<file path="config.mk">
export PLATFORM = sky130hd
export DESIGN_NAME = add_serial_nbit
export DESIGN_NICKNAME = d
export VERILOG_FILES = /design/src/rtl/add_serial_nbit.sv
export SDC_FILE = /design/constraint.sdc
export NUM_CORES = 1
export LEC_CHECK = 0
export CAP_MARGIN = 40
export CORE_UTILIZATION = 43
export CTS_BUF_LIST = sky130_fd_sc_hd__clkbuf_8
export DETAILED_ROUTE_END_ITERATION = 8
export PLACE_DENSITY_LB_ADDON = 0.3
export REMOVE_ABC_BUFFERS = 1
export SLEW_MARGIN = 10
export SYNTH_ARGS = -nofsm -noshare
export SYNTH_HDL_FRONTEND = slang
export SYNTH_SLANG_ARGS = --single-unit
</file>
<file path="constraint.sdc">
create_clock -name clk -period 2.2 [get_ports clk]
set_clock_uncertainty 0.15 [all_clocks]
set_input_delay 0.22 -clock clk [delete_from_list [all_inputs] [get_ports clk]]
set_output_delay 0.22 -clock clk [all_outputs]
set_load 0.01 [all_outputs]
</file>
<file path="src/rtl/add_serial_nbit.sv">
// Digit-serial WIDTH-bit add/subtract: DIGIT bits per clock, LSB digit first, valid/ready in and out.
// Optional macro ADD_SERIAL_FLAGS_EN adds the cout/ovf result flags.
`timescale 1ns/1ps

module add_serial_nbit #(
  parameter int WIDTH     = 32,
  parameter int DIGIT     = 1,
  parameter int IMPL_TYPE = 0
) (
  input  logic             clk,
  input  logic             rst_n,
  input  logic             in_valid,
  output logic             in_ready,
  input  logic             sub,
  input  logic [WIDTH-1:0] A,
  input  logic [WIDTH-1:0] B,
  output logic             out_valid,
  input  logic             out_ready,
  output logic [WIDTH-1:0] Sum,
  output logic             busy
`ifdef ADD_SERIAL_FLAGS_EN
  ,
  output logic             cout,
  output logic             ovf
`endif
);

  localparam int NDIG = WIDTH / DIGIT;
  localparam int CW   = $clog2(NDIG) + 1;

  generate
    if (WIDTH % DIGIT != 0) begin : g_param_err
      $error("add_serial_nbit: WIDTH (%0d) must be a multiple of DIGIT (%0d)", WIDTH, DIGIT);
    end
  endgenerate

  // Handshake: a transfer happens on a rising edge where valid and ready are both high;
  // in_ready is high only in IDLE, out_valid only in DONE, and neither depends on the other side.
  typedef enum logic [1:0] {
    IDLE = 2'd0,
    RUN  = 2'd1,
    DONE = 2'd2
  } state_t;

  state_t state;
  state_t state_nxt;

  logic [WIDTH-1:0] a_sr;
  logic [WIDTH-1:0] b_sr;
  logic [WIDTH-1:0] res_sr;
  logic             carry;
  logic [CW-1:0]    cnt;
  logic [DIGIT-1:0] d_sum;
  logic             d_cout;
  logic             last_digit;

  assign last_digit = (cnt == CW'(NDIG - 1));

  // Per-digit adder; IMPL_TYPE picks a behavioural or an explicit ripple-carry form.
  generate
    if (IMPL_TYPE == 0) begin : g_digit_behav
      assign {d_cout, d_sum} = {1'b0, a_sr[DIGIT-1:0]} + {1'b0, b_sr[DIGIT-1:0]}
                               + {{DIGIT{1'b0}}, carry};
    end else begin : g_digit_ripple
      logic [DIGIT:0] c;
      always_comb begin
        c     = '0;
        d_sum = '0;
        c[0]  = carry;
        for (int i = 0; i < DIGIT; i++) begin
          d_sum[i] = a_sr[i] ^ b_sr[i] ^ c[i];
          c[i+1]   = (a_sr[i] & b_sr[i]) | (c[i] & (a_sr[i] ^ b_sr[i]));
        end
      end
      assign d_cout = c[DIGIT];
    end
  endgenerate

  always_ff @(posedge clk) begin
    if (!rst_n) begin
      state <= IDLE;
    end else begin
      state <= state_nxt;
    end
  end

  always_comb begin
    state_nxt = state;
    case (state)
      IDLE:    if (in_valid)   state_nxt = RUN;
      RUN:     if (last_digit) state_nxt = DONE;
      DONE:    if (out_ready)  state_nxt = IDLE;
      default: state_nxt = IDLE;
    endcase
  end

  always_comb begin
    in_ready  = 1'b0;
    out_valid = 1'b0;
    busy      = 1'b0;
    case (state)
      IDLE: in_ready = 1'b1;
      RUN:  busy     = 1'b1;
      DONE: begin
        out_valid = 1'b1;
        busy      = 1'b1;
      end
      default: ;
    endcase
  end

  // Subtraction is A + ~B + 1: B is inverted on load and the +1 enters as the initial carry.
  always_ff @(posedge clk) begin
    if (!rst_n) begin
      a_sr   <= '0;
      b_sr   <= '0;
      res_sr <= '0;
      carry  <= 1'b0;
      cnt    <= '0;
    end else begin
      case (state)
        IDLE: begin
          if (in_valid) begin
            a_sr  <= A;
            b_sr  <= B ^ {WIDTH{sub}};
            carry <= sub;
            cnt   <= '0;
          end
        end
        RUN: begin
          a_sr   <= a_sr >> DIGIT;
          b_sr   <= b_sr >> DIGIT;
          res_sr <= (res_sr >> DIGIT) | (WIDTH'(d_sum) << (WIDTH - DIGIT));
          carry  <= d_cout;
          cnt    <= cnt + CW'(1);
        end
        default: ;
      endcase
    end
  end

  assign Sum = res_sr;

`ifdef ADD_SERIAL_FLAGS_EN
  logic c_msb;

  // Carry into the word MSB, recovered from the top bit of the last digit.
  assign c_msb = d_sum[DIGIT-1] ^ a_sr[DIGIT-1] ^ b_sr[DIGIT-1];

  always_ff @(posedge clk) begin
    if (!rst_n) begin
      cout <= 1'b0;
      ovf  <= 1'b0;
    end else if (state == RUN && last_digit) begin
      cout <= d_cout;
      ovf  <= d_cout ^ c_msb;
    end
  end
`endif

endmodule
</file>
==> flow_summary.ini, run 1 <==
[yosys]
postSynthAreaPerCell_sq_um = 10.0
synthCells = 481
synth_top_area_share_pct = 43.6
synth.area.top_cells = dfxtp_1 (44%), mux2i_1 (20%), o211a_1 (6.7%)
ys_seq_area_share_pct = 43.6
synth_edf_count = 0
synth.distinct_cells = 27
synth_area_sq_um = 4820
yosysWarnings = 0
synth_top_area_cell = dfxtp_1
synth_flop_cell = dfxtp_1
async_reset_ff_share_pct = 0
synth-seq-cells = 105

[worst_setup_path]
reg2reg_slack_ns = 0.26
crit_required_ns = 1.83
crit_buf_inv = 2
slowest_stage = clkdlybuf4s50_1
worstPathArrival_ns = 1.71
reg2reg_depth = 6
path_delay_family = buffers and inverters
r2r-start = state[1]
worstSetupEndpointType = output port
crit_type = flip-flop to output port
r2r-end = b_sr[12]
crit_path_cell_trace = inv_1 > ha_2 > clkdlybuf4s50_1
path_max_fanout = 7
slowest_delay_ns = 0.58
cp-start-kind = flip-flop

[clock_network]
cts_setup_buffers = 0
numCtsBuffers = 9
path_clk_slew_ns = 0.10
root_buffer = clkbuf_8
post_cts_resize_count = 0
clkLatencyLatePin_ns = 0.36
tritoncts = built
clock_sinks = 105
htree_levels = 3
postCtsHoldBufs = 0
cts_buffer_depth = 2

[detailed_routing]
drtIter0Drc = 110
ant_nets = 0
wl_per_cell_um = 13.6
drc = 0
first_pass_iters = 4
viasPerCell = 5.18
wl_um = 9630
vias = 3674

[sta]
fmax_mhz = 482
layout_setup_ws_ns = 0.124
rsz0062_at_grt = false
fin_crit_ns = 2.08
fin_crit_sh_pct = 94.4
maxSlewViolCount = 0
tightest_slew_ns = 0.500
hold_viol_final = 0
setup_viol = 0
finalSetupTns_ns = 0
timing.slew.headroom_pct = 65.8

[pwr]
p_per_area_nw_per_um2 = 934
p_leak_uw = 0.00251
ir_drop_mv = 0.623

[place]
hpwl_um = 6610
dpl_worst_slack_ns = 0.204
port-buffer-count = 103
place_area_sq_um = 5980
dp.cells = 693
gp_congestion = 0.743

[grt]
grt.overflow.total = 0
grt_pass1_wl_um = 15800
track_usage_pct = 17.1
antenna_found_initial = 0
grt_pass1_vias = 3521
grt_max_degree = 66

[layout]
fillCellCount = 996
seqCellArea_sq_um = 2100
area_delta_synth_final_pct = 28.4
multi_input_area_sq_um = 2540
stdcell_count = 709
drive_above_1_share_pct = 5.62
fin_util_pct = 56.8
final_cell_mix = dfxtp_1 (105), clkdlybuf4s50_1 (101), mux2i_1 (96)
nets = 638
antenna_cells = 0
final_area_sq_um = 6180
layout_commonest_cell = dfxtp_1

[floorplan]
die_h_um = 108
pin_count = 104
core-area_sq_um = 10900
initial_utilization_pct = 44.2
rows = 38
dieWidth_um = 108
dieArea_sq_um = 11600

[worst_hold_path]
whs_path_depth = 2
min_to = a_sr[15]
worstHoldStart = rst_n
hold_path_class = primary input to flip-flop

[run_status]
status = finished clean

[run]
maxCapViolCount = 0
-- kinds of logic after synthesis --
logic type               share of synthesized area, %
multiplexers                                     20.4
buffers and inverters                            4.08
AND/OR/NAND/NOR                                  12.4
adder cells (fa/ha/maj)                          1.45
XOR/XNOR                                         5.82
flip-flops                                       43.6
AO/OA/AOI/OAI                                    12.2
-- worst reg2reg max path: cells and delay by family, from the launching register on --
| family | cells | cell delay (ns) |
|---|---|---|
| buf+inv | 2 | 0.41 |
| mux | 1 | 0.40 |
| flops | 1 | 0.33 |
| compound gates | 1 | 0.16 |
| simple gates | 1 | 0.08 |
| fa+ha+maj | 1 | 0.30 |
-- synthesized netlist by cell type, drive strengths merged, types with 3 or more instances --
library cell and number:
clkbuf 18, nand3b 3, a21oi 4, inv 3, o21ai 35, nor2b 35
ha 4, o211a 32, a21boi 4, nand2 40, or3 4, buf 23
dfxtp 105, xor2 31, nand3 33, mux2i 97
-- power breakdown --
part           internal [uW]  switching [uW]
registers               2240             183
clock network            560             659
logic                   1060            1080
-- metrics by stage --
step,hold slack [ns],power (uW)
finish,0.188,5780
global route,0.193,6150
CTS,0.188,5850
detailed placement,0.312,4620
global placement,0.304,4550
floorplan,0.198,3800
-- routing by layer --
metal,share of wire (%),track usage [%],vias up
met3,4.6,4.30,9
met2,49,31.1,82
met4,0.92,4.70,0
li1,-,-,1844
met5,0,0,-
met1,45,19.7,1739
-- flip-flops by register name, indices dropped and copies added, names as in the netlist --
register,count
Sum,32
a_sr,32
b_sr,32
cnt,6
state,2
carry,1
-- layout make-up --
type | instances | area share, %
Tap cell | 140 | 2.83
Inverter | 3 | 0.182
Timing Repair Buffer | 113 | 18.6
Multi-Input combinational cell | 332 | 41.1
Clock inverter | 6 | 1.05
Clock buffer | 10 | 2.23
Sequential cell | 105 | 34.0
-- how the worst max path moves through the flow --
stage                     startpoint  endpoint  slack (ns)  cells past startpoint
final                       state[1]  in_ready        0.12                      3
after global routing        state[1]  in_ready        0.02                      3
after CTS                   state[1]  in_ready        0.01                      3
after detailed placement    state[1]  b_sr[31]        0.20                      6
after global placement      state[1]  b_sr[17]        0.29                      6
after floorplan             state[1]    cnt[5]       -5.09                      5
(Power assumes the default switching activity.)
==> run 2, diff against run 1 <==
--- a/config.mk
+++ b/config.mk
@@ -17 +17,2 @@
 export SYNTH_SLANG_ARGS = --single-unit
+export TNS_END_PERCENT = 1
==> constraint.sdc (replaced) <==
create_clock -name clk -period 2.2 [get_ports clk]
set_clock_uncertainty 0.15 [all_clocks]
set_input_delay 0.33 -clock clk [delete_from_list [all_inputs] [get_ports clk]]
set_output_delay 0.33 -clock clk [all_outputs]
set_load 0.01 [all_outputs]
==> flow_summary.ini, run 2 (same netlist as run 1, synthesis figures left out) <==
[run_status]
status = finished clean

[grt]
grt.overflow.total = 0
track_usage_pct = 16.8
grt_pass1_vias = 3503
grt_max_degree = 58
antenna_found_initial = 0
grt_pass1_wl_um = 15600

[detailed_routing]
wl_um = 9490
viasPerCell = 5.11
wl_per_cell_um = 13.4
first_pass_iters = 4
drc = 0
ant_nets = 0
drtIter0Drc = 103
vias = 3625

[sta]
layout_setup_ws_ns = 0.113
maxSlewViolCount = 0
setup_viol = 0
fin_crit_sh_pct = 94.9
timing.slew.headroom_pct = 64.3
rsz0062_at_grt = false
fmax_mhz = 479
hold_viol_final = 0
fin_crit_ns = 2.09
finalSetupTns_ns = 0
tightest_slew_ns = 0.522

[clock_network]
tritoncts = built
postCtsHoldBufs = 0
htree_levels = 3
clkLatencyLatePin_ns = 0.36
cts_buffer_depth = 2
root_buffer = clkbuf_8
path_clk_slew_ns = 0.10
post_cts_resize_count = 1
numCtsBuffers = 9
cts_setup_buffers = 0
clock_sinks = 105

[pwr]
power.internal_uw = 3890
power_switching_uw = 1880
pwr-share-seq_pct = 41.8
clkPwrFrac_pct = 20.7
p_leak_uw = 0.00253
p_total_uw = 5780
switching_share_pct = 32.6
p_per_area_nw_per_um2 = 931
combPwrFrac_pct = 37.5
ir_drop_mv = 0.744

[floorplan]
dieWidth_um = 108
rows = 38
die_h_um = 108
core-area_sq_um = 10900
pin_count = 104
dieArea_sq_um = 11600
initial_utilization_pct = 44.2

[place]
gp_congestion = 0.727
hpwl_um = 6490
dpl_worst_slack_ns = 0.168
port-buffer-count = 103
place_area_sq_um = 6000

[run]
maxCapViolCount = 0

[layout]
drive_above_1_share_pct = 5.62
layout_commonest_cell = dfxtp_1
nets = 639
antenna_cells = 0
final_area_sq_um = 6210
final_cell_mix = dfxtp_1 (104), clkdlybuf4s50_1 (101), mux2i_1 (96)
area_delta_synth_final_pct = 28.9

[worst_setup_path]
r2r-start = state[1]
slowest_stage = clkdlybuf4s50_1
reg2reg_slack_ns = 0.34
r2r-end = b_sr[31]
path_max_fanout = 3
reg2reg_depth = 7
endpoint = busy
crit_start = state[1]
slowest_delay_ns = 0.52
worstSetupEndpointType = output port
worstPathArrival_ns = 1.61
crit_path_cell_trace = inv_1 > ha_4 > clkdlybuf4s50_1
crit_required_ns = 1.72
crit_type = flip-flop to output port
cp-start-kind = flip-flop

[worst_hold_path]
whs_path_depth = 2
hold_path_class = primary input to flip-flop
-- run 2: critical path, delay by kind of cell, from the launching register on --
family	cells	cell delay [ns]
flops	1	0.35
fa+ha+maj	1	0.28
buf+inv	2	0.63
-- run 2: how the worst min path moves through the flow --
stage	start	endpoint	slack, ns
global route	rst_n	a_sr[13]	0.22
floorplan	a_sr[31]	a_sr[31]	0.29
CTS	rst_n	a_sr[13]	0.22
finish	rst_n	a_sr[14]	0.24
detailed placement	b_sr[12]	b_sr[12]	0.31
global placement	b_sr[24]	b_sr[24]	0.31
-- run 2: layout make-up --
class / instances / area (sq um)
clock buffers: 11 / 151
clock inverters: 4 / 43.8
fillers: 1004 / 4680
inverters: 3 / 11.3
multi-input cells: 332 / 2550
flip-flops and latches: 105 / 2100
well taps: 140 / 175
repair buffers: 114 / 1170
-- run 2: through the flow --
stage / hold WS (ns) / cells / utilization (%)
finish: 0.235 / 709 / 57.0
global placement: 0.306 / 694 / 55.1
detailed placement: 0.312 / 694 / 55.1
global route: 0.225 / 709 / 57.0
CTS: 0.223 / 709 / 56.9
floorplan: 0.291 / 440 / -
-- run 2: per-layer routing --
| metal | track usage [%] | part of all wire (%) | wire length, um | vias up |
|---|---|---|---|---|
| met5 | 0 | 0 | 0 | - |
| met4 | 4.70 | 0.73 | 69 | 0 |
| met2 | 30.0 | 49 | 4620 | 65 |
| met1 | 20.0 | 47 | 4420 | 1702 |
| li1 | - | - | - | 1853 |
| met3 | 3.57 | 3.9 | 371 | 5 |
-- run 2: power by group through the flow --
| stage | sequential [uW] | combinational [uW] | clock, uW |
|---|---|---|---|
| after global placement | 2440 | 2100 | 0 |
| after floorplan | 2380 | 1410 | 0 |
| after detailed placement | 2460 | 2170 | 0 |
| after CTS | 2420 | 2180 | 1240 |
| after global routing | 2460 | 2350 | 1320 |
| final | 2420 | 2170 | 1190 |
